$ cat config.mk
export PLATFORM = sky130hd
export DESIGN_NAME = ps2_keycode_source_flat
export DESIGN_NICKNAME = d
export VERILOG_FILES = /design/src/rtl/ps2_keycode_source_pkg.sv /design/src/rtl/ps2_keycode_source_if.sv /design/src/rtl/ps2_keycode_source_rx.sv /design/src/rtl/ps2_keycode_source.sv /design/src/flat_wrapper.sv
export SDC_FILE = /design/constraint.sdc
export NUM_CORES = 1
export LEC_CHECK = 0
export CORE_UTILIZATION = 50
export CTS_CLUSTER_SIZE = 16
export DETAILED_ROUTE_END_ITERATION = 10
export GPL_TIMING_DRIVEN = 0
export PLACE_DENSITY = 0.71
export SLEW_MARGIN = 20
export SYNTH_ARGS = -nofsm -noshare
export SYNTH_HDL_FRONTEND = slang
export SYNTH_SLANG_ARGS = --single-unit
export TNS_END_PERCENT = 1
$ cat constraint.sdc
create_clock -name Clk -period 8.25 [get_ports Clk]
set_clock_uncertainty 0.15 [all_clocks]
set_input_delay 0.825 -clock Clk [delete_from_list [all_inputs] [get_ports Clk]]
set_output_delay 0.825 -clock Clk [all_outputs]
set_load 0.01 [all_outputs]
$ cat src/rtl/ps2_keycode_source_pkg.sv
// Shared types and constants for the PS/2 keycode source: receiver states,
// Set-2 scan codes, HID usages and the scan-code to usage lookup.
package ps2_pkg;

    typedef enum logic [1:0] {
        ST_IDLE,
        ST_DATA,
        ST_PARITY,
        ST_STOP
    } rx_state_t;

    localparam logic [7:0] SC_EXT   = 8'hE0;
    localparam logic [7:0] SC_BRK   = 8'hF0;
    localparam logic [7:0] SC_A     = 8'h1C;
    localparam logic [7:0] SC_D     = 8'h23;
    localparam logic [7:0] SC_W     = 8'h1D;
    localparam logic [7:0] SC_S     = 8'h1B;
    localparam logic [7:0] SC_SPACE = 8'h29;
    localparam logic [7:0] SC_UP    = 8'h75;
    localparam logic [7:0] SC_DOWN  = 8'h72;
    localparam logic [7:0] SC_LEFT  = 8'h6B;
    localparam logic [7:0] SC_RIGHT = 8'h74;

    localparam logic [7:0] KEY_NONE  = 8'h00;
    localparam logic [7:0] KEY_A     = 8'h04;
    localparam logic [7:0] KEY_D     = 8'h07;
    localparam logic [7:0] KEY_W     = 8'h1A;
    localparam logic [7:0] KEY_S     = 8'h16;
    localparam logic [7:0] KEY_SPACE = 8'h2C;
    localparam logic [7:0] KEY_UP    = 8'h52;
    localparam logic [7:0] KEY_DOWN  = 8'h51;
    localparam logic [7:0] KEY_LEFT  = 8'h50;
    localparam logic [7:0] KEY_RIGHT = 8'h4F;

    // Arrow keys only exist behind the E0 prefix; everything else maps to KEY_NONE.
    function automatic logic [7:0] hid_lookup(input logic [7:0] code, input logic ext);
        logic [7:0] usage;
        usage = KEY_NONE;
        case ({ext, code})
            {1'b0, SC_A}:     usage = KEY_A;
            {1'b0, SC_D}:     usage = KEY_D;
            {1'b0, SC_W}:     usage = KEY_W;
            {1'b0, SC_S}:     usage = KEY_S;
            {1'b0, SC_SPACE}: usage = KEY_SPACE;
            {1'b1, SC_UP}:    usage = KEY_UP;
            {1'b1, SC_DOWN}:  usage = KEY_DOWN;
            {1'b1, SC_LEFT}:  usage = KEY_LEFT;
            {1'b1, SC_RIGHT}: usage = KEY_RIGHT;
            default:          usage = KEY_NONE;
        endcase
        return usage;
    endfunction

endpackage

$ cat src/rtl/ps2_keycode_source_if.sv
// Pin and result bundle of the PS/2 keycode source; master is the decoder,
// slave is the board/game side that drives the pins and consumes the keycode.
interface ps2_keycode_source_if;
    logic       ps2_clk;
    logic       ps2_data;
    logic [7:0] keycode;
    logic       key_event;
    logic [7:0] scan_byte;
    logic       scan_valid;
    logic       frame_err;

    modport master (
        input  ps2_clk, ps2_data,
        output keycode, key_event, scan_byte, scan_valid, frame_err
    );

    modport slave (
        output ps2_clk, ps2_data,
        input  keycode, key_event, scan_byte, scan_valid, frame_err
    );
endinterface

$ cat src/rtl/ps2_keycode_source_rx.sv
// PS/2 frame receiver: pin synchroniser, falling-edge detect, frame FSM and timeout.
// PS2_PARITY_CHECK_EN enables rejection of frames with bad odd parity.
module ps2_rx
    import ps2_pkg::*;
#(
    parameter int TIMEOUT_CYCLES = 50000,
    parameter int SYNC_STAGES    = 2
) (
    input  logic       Clk,
    input  logic       Reset,
    input  logic       ps2_clk,
    input  logic       ps2_data,
    output logic [7:0] scan_byte,
    output logic       scan_valid,
    output logic       frame_err
);
    localparam int STAGES = (SYNC_STAGES < 2) ? 2 : SYNC_STAGES;
    localparam int CNT_W  = $clog2(TIMEOUT_CYCLES + 1);
    localparam logic [CNT_W-1:0] CNT_LAST = CNT_W'(TIMEOUT_CYCLES - 1);

    genvar gi;
    // Synchronisers reset to the idle-high line level so reset never fakes an edge.
    for (gi = 0; gi < STAGES; gi++) begin : g_sync
        logic clk_q;
        logic data_q;
        always_ff @(posedge Clk) begin
            if (Reset) begin
                clk_q  <= 1'b1;
                data_q <= 1'b1;
            end else if (gi == 0) begin
                clk_q  <= ps2_clk;
                data_q <= ps2_data;
            end else begin
                clk_q  <= g_sync[(gi == 0) ? 0 : gi-1].clk_q;
                data_q <= g_sync[(gi == 0) ? 0 : gi-1].data_q;
            end
        end
    end

    logic clk_s, data_s, clk_prev_reg, fall;
    assign clk_s  = g_sync[STAGES-1].clk_q;
    assign data_s = g_sync[STAGES-1].data_q;
    assign fall   = clk_prev_reg & ~clk_s;

    rx_state_t        state_reg, state_next;
    logic [2:0]       bit_cnt_reg, bit_cnt_next;
    logic [7:0]       shift_reg, shift_next;
    logic             parity_reg, parity_next;
    logic [CNT_W-1:0] timeout_cnt_reg, timeout_cnt_next;
    logic [7:0]       scan_byte_reg, scan_byte_next;
    logic             scan_valid_reg, scan_valid_next;
    logic             frame_err_reg, frame_err_next;
    logic             parity_good, parity_ok;

    assign parity_good = ^{shift_reg, parity_reg};
`ifdef PS2_PARITY_CHECK_EN
    assign parity_ok = parity_good;
`else
    // Parity is still captured and computed but never rejects a frame.
    assign parity_ok = 1'b1 | parity_good;
`endif

    always_ff @(posedge Clk) begin
        if (Reset) begin
            clk_prev_reg    <= 1'b1;
            state_reg       <= ST_IDLE;
            bit_cnt_reg     <= '0;
            shift_reg       <= '0;
            parity_reg      <= 1'b0;
            timeout_cnt_reg <= '0;
            scan_byte_reg   <= '0;
            scan_valid_reg  <= 1'b0;
            frame_err_reg   <= 1'b0;
        end else begin
            clk_prev_reg    <= clk_s;
            state_reg       <= state_next;
            bit_cnt_reg     <= bit_cnt_next;
            shift_reg       <= shift_next;
            parity_reg      <= parity_next;
            timeout_cnt_reg <= timeout_cnt_next;
            scan_byte_reg   <= scan_byte_next;
            scan_valid_reg  <= scan_valid_next;
            frame_err_reg   <= frame_err_next;
        end
    end

    always_comb begin
        state_next       = state_reg;
        bit_cnt_next     = bit_cnt_reg;
        shift_next       = shift_reg;
        parity_next      = parity_reg;
        timeout_cnt_next = '0;
        scan_byte_next   = scan_byte_reg;
        scan_valid_next  = 1'b0;
        frame_err_next   = 1'b0;

        if (state_reg != ST_IDLE && !fall)
            timeout_cnt_next = timeout_cnt_reg + CNT_W'(1);

        case (state_reg)
            ST_IDLE: begin
                if (fall && !data_s) begin
                    state_next   = ST_DATA;
                    bit_cnt_next = '0;
                end
            end
            ST_DATA: begin
                if (fall) begin
                    shift_next   = {data_s, shift_reg[7:1]};
                    bit_cnt_next = bit_cnt_reg + 3'd1;
                    if (bit_cnt_reg == 3'd7)
                        state_next = ST_PARITY;
                end
            end
            ST_PARITY: begin
                if (fall) begin
                    parity_next = data_s;
                    state_next  = ST_STOP;
                end
            end
            ST_STOP: begin
                if (fall) begin
                    state_next = ST_IDLE;
                    if (data_s && parity_ok) begin
                        scan_byte_next  = shift_reg;
                        scan_valid_next = 1'b1;
                    end else begin
                        frame_err_next = 1'b1;
                    end
                end
            end
            default: state_next = ST_IDLE;
        endcase

        // A falling edge in the same cycle always beats the timeout.
        if (state_reg != ST_IDLE && !fall && timeout_cnt_reg == CNT_LAST) begin
            state_next       = ST_IDLE;
            frame_err_next   = 1'b1;
            timeout_cnt_next = '0;
        end
    end

    assign scan_byte  = scan_byte_reg;
    assign scan_valid = scan_valid_reg;
    assign frame_err  = frame_err_reg;
endmodule

$ cat src/rtl/ps2_keycode_source.sv
// PS/2 keyboard to HID keycode source: frame receiver plus E0/F0 prefix decoder
// holding the last pressed key. Optional parity rejection: PS2_PARITY_CHECK_EN.
module ps2_keycode_source
    import ps2_pkg::*;
#(
    parameter int TIMEOUT_CYCLES = 50000,
    parameter int SYNC_STAGES    = 2
) (
    input  logic                 Clk,
    input  logic                 Reset,
    ps2_keycode_source_if.master bus
);
    logic [7:0] scan_byte;
    logic       scan_valid;
    logic       frame_err;

    ps2_rx #(
        .TIMEOUT_CYCLES (TIMEOUT_CYCLES),
        .SYNC_STAGES    (SYNC_STAGES)
    ) u_rx (
        .Clk        (Clk),
        .Reset      (Reset),
        .ps2_clk    (bus.ps2_clk),
        .ps2_data   (bus.ps2_data),
        .scan_byte  (scan_byte),
        .scan_valid (scan_valid),
        .frame_err  (frame_err)
    );

    logic       ext_reg, ext_next;
    logic       brk_reg, brk_next;
    logic [7:0] keycode_reg, keycode_next;
    logic       key_event_reg, key_event_next;
    logic [7:0] usage;

    always_ff @(posedge Clk) begin
        if (Reset) begin
            ext_reg       <= 1'b0;
            brk_reg       <= 1'b0;
            keycode_reg   <= KEY_NONE;
            key_event_reg <= 1'b0;
        end else begin
            ext_reg       <= ext_next;
            brk_reg       <= brk_next;
            keycode_reg   <= keycode_next;
            key_event_reg <= key_event_next;
        end
    end

    always_comb begin
        ext_next     = ext_reg;
        brk_next     = brk_reg;
        keycode_next = keycode_reg;
        usage        = hid_lookup(scan_byte, ext_reg);

        if (scan_valid) begin
            if (scan_byte == SC_EXT) begin
                ext_next = 1'b1;
            end else if (scan_byte == SC_BRK) begin
                brk_next = 1'b1;
            end else begin
                ext_next = 1'b0;
                brk_next = 1'b0;
                // A break only releases the key it names; a newer press survives.
                if (usage != KEY_NONE) begin
                    if (brk_reg) begin
                        if (keycode_reg == usage)
                            keycode_next = KEY_NONE;
                    end else begin
                        keycode_next = usage;
                    end
                end
            end
        end

        // Typematic repeats leave keycode unchanged, so they raise no event.
        key_event_next = (keycode_next != keycode_reg);
    end

    assign bus.keycode    = keycode_reg;
    assign bus.key_event  = key_event_reg;
    assign bus.scan_byte  = scan_byte;
    assign bus.scan_valid = scan_valid;
    assign bus.frame_err  = frame_err;
endmodule

$ cat src/flat_wrapper.sv
// flat-port wrapper written by rule: the top's interface ports become plain ports
module ps2_keycode_source_flat import ps2_pkg::*;
#(
    parameter int TIMEOUT_CYCLES = 50000,
    parameter int SYNC_STAGES    = 2
)
  (Clk, Reset, bus_ps2_clk, bus_ps2_data, bus_keycode, bus_key_event, bus_scan_byte, bus_scan_valid, bus_frame_err);
  ps2_keycode_source_if bus_i ();
  input  logic Clk;
  input  logic Reset;
  input wire logic [$bits(bus_i.ps2_clk)-1:0] bus_ps2_clk;
  input wire logic [$bits(bus_i.ps2_data)-1:0] bus_ps2_data;
  output wire logic [$bits(bus_i.keycode)-1:0] bus_keycode;
  output wire logic [$bits(bus_i.key_event)-1:0] bus_key_event;
  output wire logic [$bits(bus_i.scan_byte)-1:0] bus_scan_byte;
  output wire logic [$bits(bus_i.scan_valid)-1:0] bus_scan_valid;
  output wire logic [$bits(bus_i.frame_err)-1:0] bus_frame_err;
  assign bus_i.ps2_clk = bus_ps2_clk;
  assign bus_i.ps2_data = bus_ps2_data;
  assign bus_keycode = bus_i.keycode;
  assign bus_key_event = bus_i.key_event;
  assign bus_scan_byte = bus_i.scan_byte;
  assign bus_scan_valid = bus_i.scan_valid;
  assign bus_frame_err = bus_i.frame_err;
  ps2_keycode_source #(.TIMEOUT_CYCLES(TIMEOUT_CYCLES), .SYNC_STAGES(SYNC_STAGES)) u_core (.Clk(Clk), .Reset(Reset), .bus(bus_i));
endmodule
==> summary.txt <==
status: completed
worst hold margin: 268 ps
fin crit period: 3150 ps
RD Place Congestion: 0.896
drt pass-1 iters: 4
first-pass GRT wire length: 9310 um
Top Metal Used: met4
die area: 0.00575 mm^2
largest net degree at the start of global routing: 19
Detailed Place HPWL: 4230 um
Mapped Nets: 332
Die Wd: 75.8 um
Initial Util: 52.7%
critical path capture point type: flip-flop
Hold WC Path Type: flip-flop to flip-flop
clk buf depth: 2
Final Power: 463 uW
Register Area: 0.00110 mm^2
DRT Wirelength: 5740 um
initial DRC count: 98
Post-CTS Hold Buffers: 0
IO Port Bufs: 22
final setup fails: 0
Global Route Usage Sum: 21.1%
Worst Path Required: 8300 ps
vias in the first global route: 2,018
sequential area share after synthesis: 40.4%
final count of hold timing violations: 0
relative slew slack: 53.1%
Sinks on Clock Net: 55
DRT antenna net count: 0
Layout area overhead: 14.6%
number of synthesized register bits: 55
mean post-synth cell area: 8.49 um^2
Setup Buffers After CTS: 0
antenna cell count: 0
htree depth: 2
Met2 Wirelength: 2690 um
worst-path maximum fanout: 8
Setup CP Type: flip-flop to flip-flop
Multi-input gate area: 0.00153 mm^2
TNS Setup: 0 ps
Max-Cap Viols: 0
Synth Flop Type: dfxtp_1
total gr overflow: 0
IR drop worst, VDD: 86.9 uV
fin nets: 361
mapped cell area: 0.00273 mm^2
share of layout cells above drive strength 1: 9.12%
number of synthesized flops with an enable pin: 0
Routed met1 length: 2740 um
Core Area: 0.00517 mm^2
crit path launch type: flip-flop
synthesized instance count: 321
Vias per Instance: 5.62
met3 wire len: 156 um
row count: 26
Reg clk slew, reported paths: 100 ps
CTS tree: yes
fraction of registers with async set/reset: 0%
DR vias: 2,364
f_max: 318 MHz
fin crit share: 38.2%
P per Cell Area: 148 mW/mm^2
Largest register FFs: 16
antenna violations before repair: 0
cts repair resizes: 0
DRC viols: 0
leakage: 0.00111 uW
Least-Margin Pin Slew: 695 ps
RSZ-0062 raised after global routing: false
CTS Buf Count: 5
synth warn: 0
CTS root buf: clkbuf_8
max-slew violation count: 0
Data arrival, critical path: 3200 ps
Die Span Y: 75.8 um
fillers: 464
I/O pins: 23
average wire per standard cell: 13.6 um
Unique masters post-synth: 56
worst-skew pair later-pin latency: 310 ps
-- metal layers --
metal / GRT usage, % / vias up
met4: 8.85 / 0
met5: 0 / -
met3: 4.37 / 16
met1: 27.3 / 1106
met2: 34.1 / 45
li1: - / 1197
-- area by class of cell --
cell class / count / area share (%)
well taps: 70 / 2.80
multi-input cells: 246 / 49.1
repair buffers: 22 / 7.05
clock inverters: 3 / 0.721
clock buffers: 5 / 2.20
plain buffers: 12 / 1.96
flip-flops and latches: 55 / 35.2
inverters: 8 / 0.961
-- critical path, cell delays in order (launching register included) --
cell and delay [ps]:
dfxtp_1 500, nor4b_2 540, nand3_1 220, o211ai_2 160
xor2_1 100, or4_4 520, a2111o_1 520, o32ai_1 340
-- cell usage in the layout, fill, tap and decap left out, types with 2 or more instances in the layout --
| master | count |
|---|---|
| a211oi_1 | 2 |
| a21o_1 | 2 |
| a21oi_1 | 25 |
| a31oi_1 | 2 |
| a32o_1 | 3 |
| a32o_2 | 4 |
| and2_1 | 3 |
| and3_1 | 7 |
| buf_6 | 2 |
| clkbuf_1 | 9 |
| clkbuf_8 | 5 |
| clkdlybuf4s50_1 | 22 |
| dfxtp_1 | 55 |
| ha_1 | 7 |
| inv_1 | 8 |
| inv_6 | 2 |
| mux2i_1 | 2 |
| nand2_1 | 40 |
| nand2b_1 | 3 |
| nand3_1 | 25 |
| nand3b_1 | 4 |
| nand4_1 | 2 |
| nand4bb_1 | 2 |
| nor2_1 | 31 |
| nor2b_1 | 6 |
| nor3_1 | 3 |
| nor3b_1 | 6 |
| o211ai_1 | 5 |
| o211ai_2 | 2 |
| o21ai_0 | 10 |
| o21ai_1 | 2 |
| or2_2 | 7 |
| xnor2_1 | 7 |
| xor2_1 | 10 |
-- power by group --
| group | internal [uW] | switching (uW) |
|---|---|---|
| registers | 270 | 3.20 |
| logic | 13.1 | 26.0 |
| clock network | 61.6 | 89.1 |
| total | 344 | 118 |
-- synth_stat cells (2+ instances only) --
cell type | number | area share, %
a211oi_1 | 2 | 0.55
a21o_1 | 2 | 0.55
a21oi_1 | 25 | 4.6
a31oi_1 | 2 | 0.46
a32o_1 | 3 | 1.1
a32o_2 | 4 | 1.7
and2_1 | 3 | 0.69
and3_1 | 7 | 1.6
buf_6 | 2 | 0.83
clkbuf_1 | 9 | 1.2
dfxtp_1 | 55 | 40
ha_1 | 7 | 3.2
inv_1 | 8 | 1.1
mux2i_1 | 2 | 0.73
nand2_1 | 40 | 5.5
nand2b_1 | 3 | 0.69
nand3_1 | 25 | 4.6
nand3b_1 | 4 | 1.1
nand4_1 | 2 | 0.46
nand4bb_1 | 2 | 0.83
nor2_1 | 31 | 4.3
nor2b_1 | 6 | 1.4
nor3_1 | 3 | 0.55
nor3b_1 | 6 | 1.7
o211ai_1 | 5 | 1.4
o211ai_2 | 2 | 0.92
o21ai_0 | 10 | 1.8
o21ai_1 | 2 | 0.37
or2_2 | 7 | 1.6
xnor2_1 | 7 | 2.2
xor2_1 | 10 | 3.2
-- cells by family after synthesis --
group | count (synthesis) | synth area share [%]
xor+xnor | 17 | 5.46
buf+inv | 20 | 3.35
compound gates | 67 | 16.8
simple gates | 153 | 30.1
flops | 55 | 40.4
fa+ha+maj | 7 | 3.21
mux | 2 | 0.735
-- per-stage QoR --
| step | cell area [um^2] | cells | util, % | worst slack, ps |
|---|---|---|---|---|
| 6_report | 3120 | 421 | 60.4 | 5100 |
| 5_1_grt | 3120 | 421 | 60.4 | 4940 |
| 4_1_cts | 3120 | 421 | 60.4 | 5120 |
| 3_5_place_dp | 3030 | 413 | 58.6 | 5140 |
| 3_3_place_gp | 3030 | 413 | 58.6 | 5130 |
| 2_1_floorplan | 2730 | 321 | - | 5410 |
-- final timing paths --
path	cells after the start	slack, ps	end	start
max	7	5100	u_core.bus.key_event$_SDFF_PP0_	u_core.u_rx.scan_byte[5]$_SDFFE_PP0P_
min reg2reg	1	270	u_core.u_rx.clk_s$_SDFF_PP1_	u_core.u_rx.g_sync[0].clk_q$_SDFF_PP1_
min	1	270	u_core.u_rx.clk_s$_SDFF_PP1_	u_core.u_rx.g_sync[0].clk_q$_SDFF_PP1_
max reg2reg	7	5100	u_core.bus.key_event$_SDFF_PP0_	u_core.u_rx.scan_byte[5]$_SDFFE_PP0P_
No activity file was read; power rests on OpenSTA's default activity.
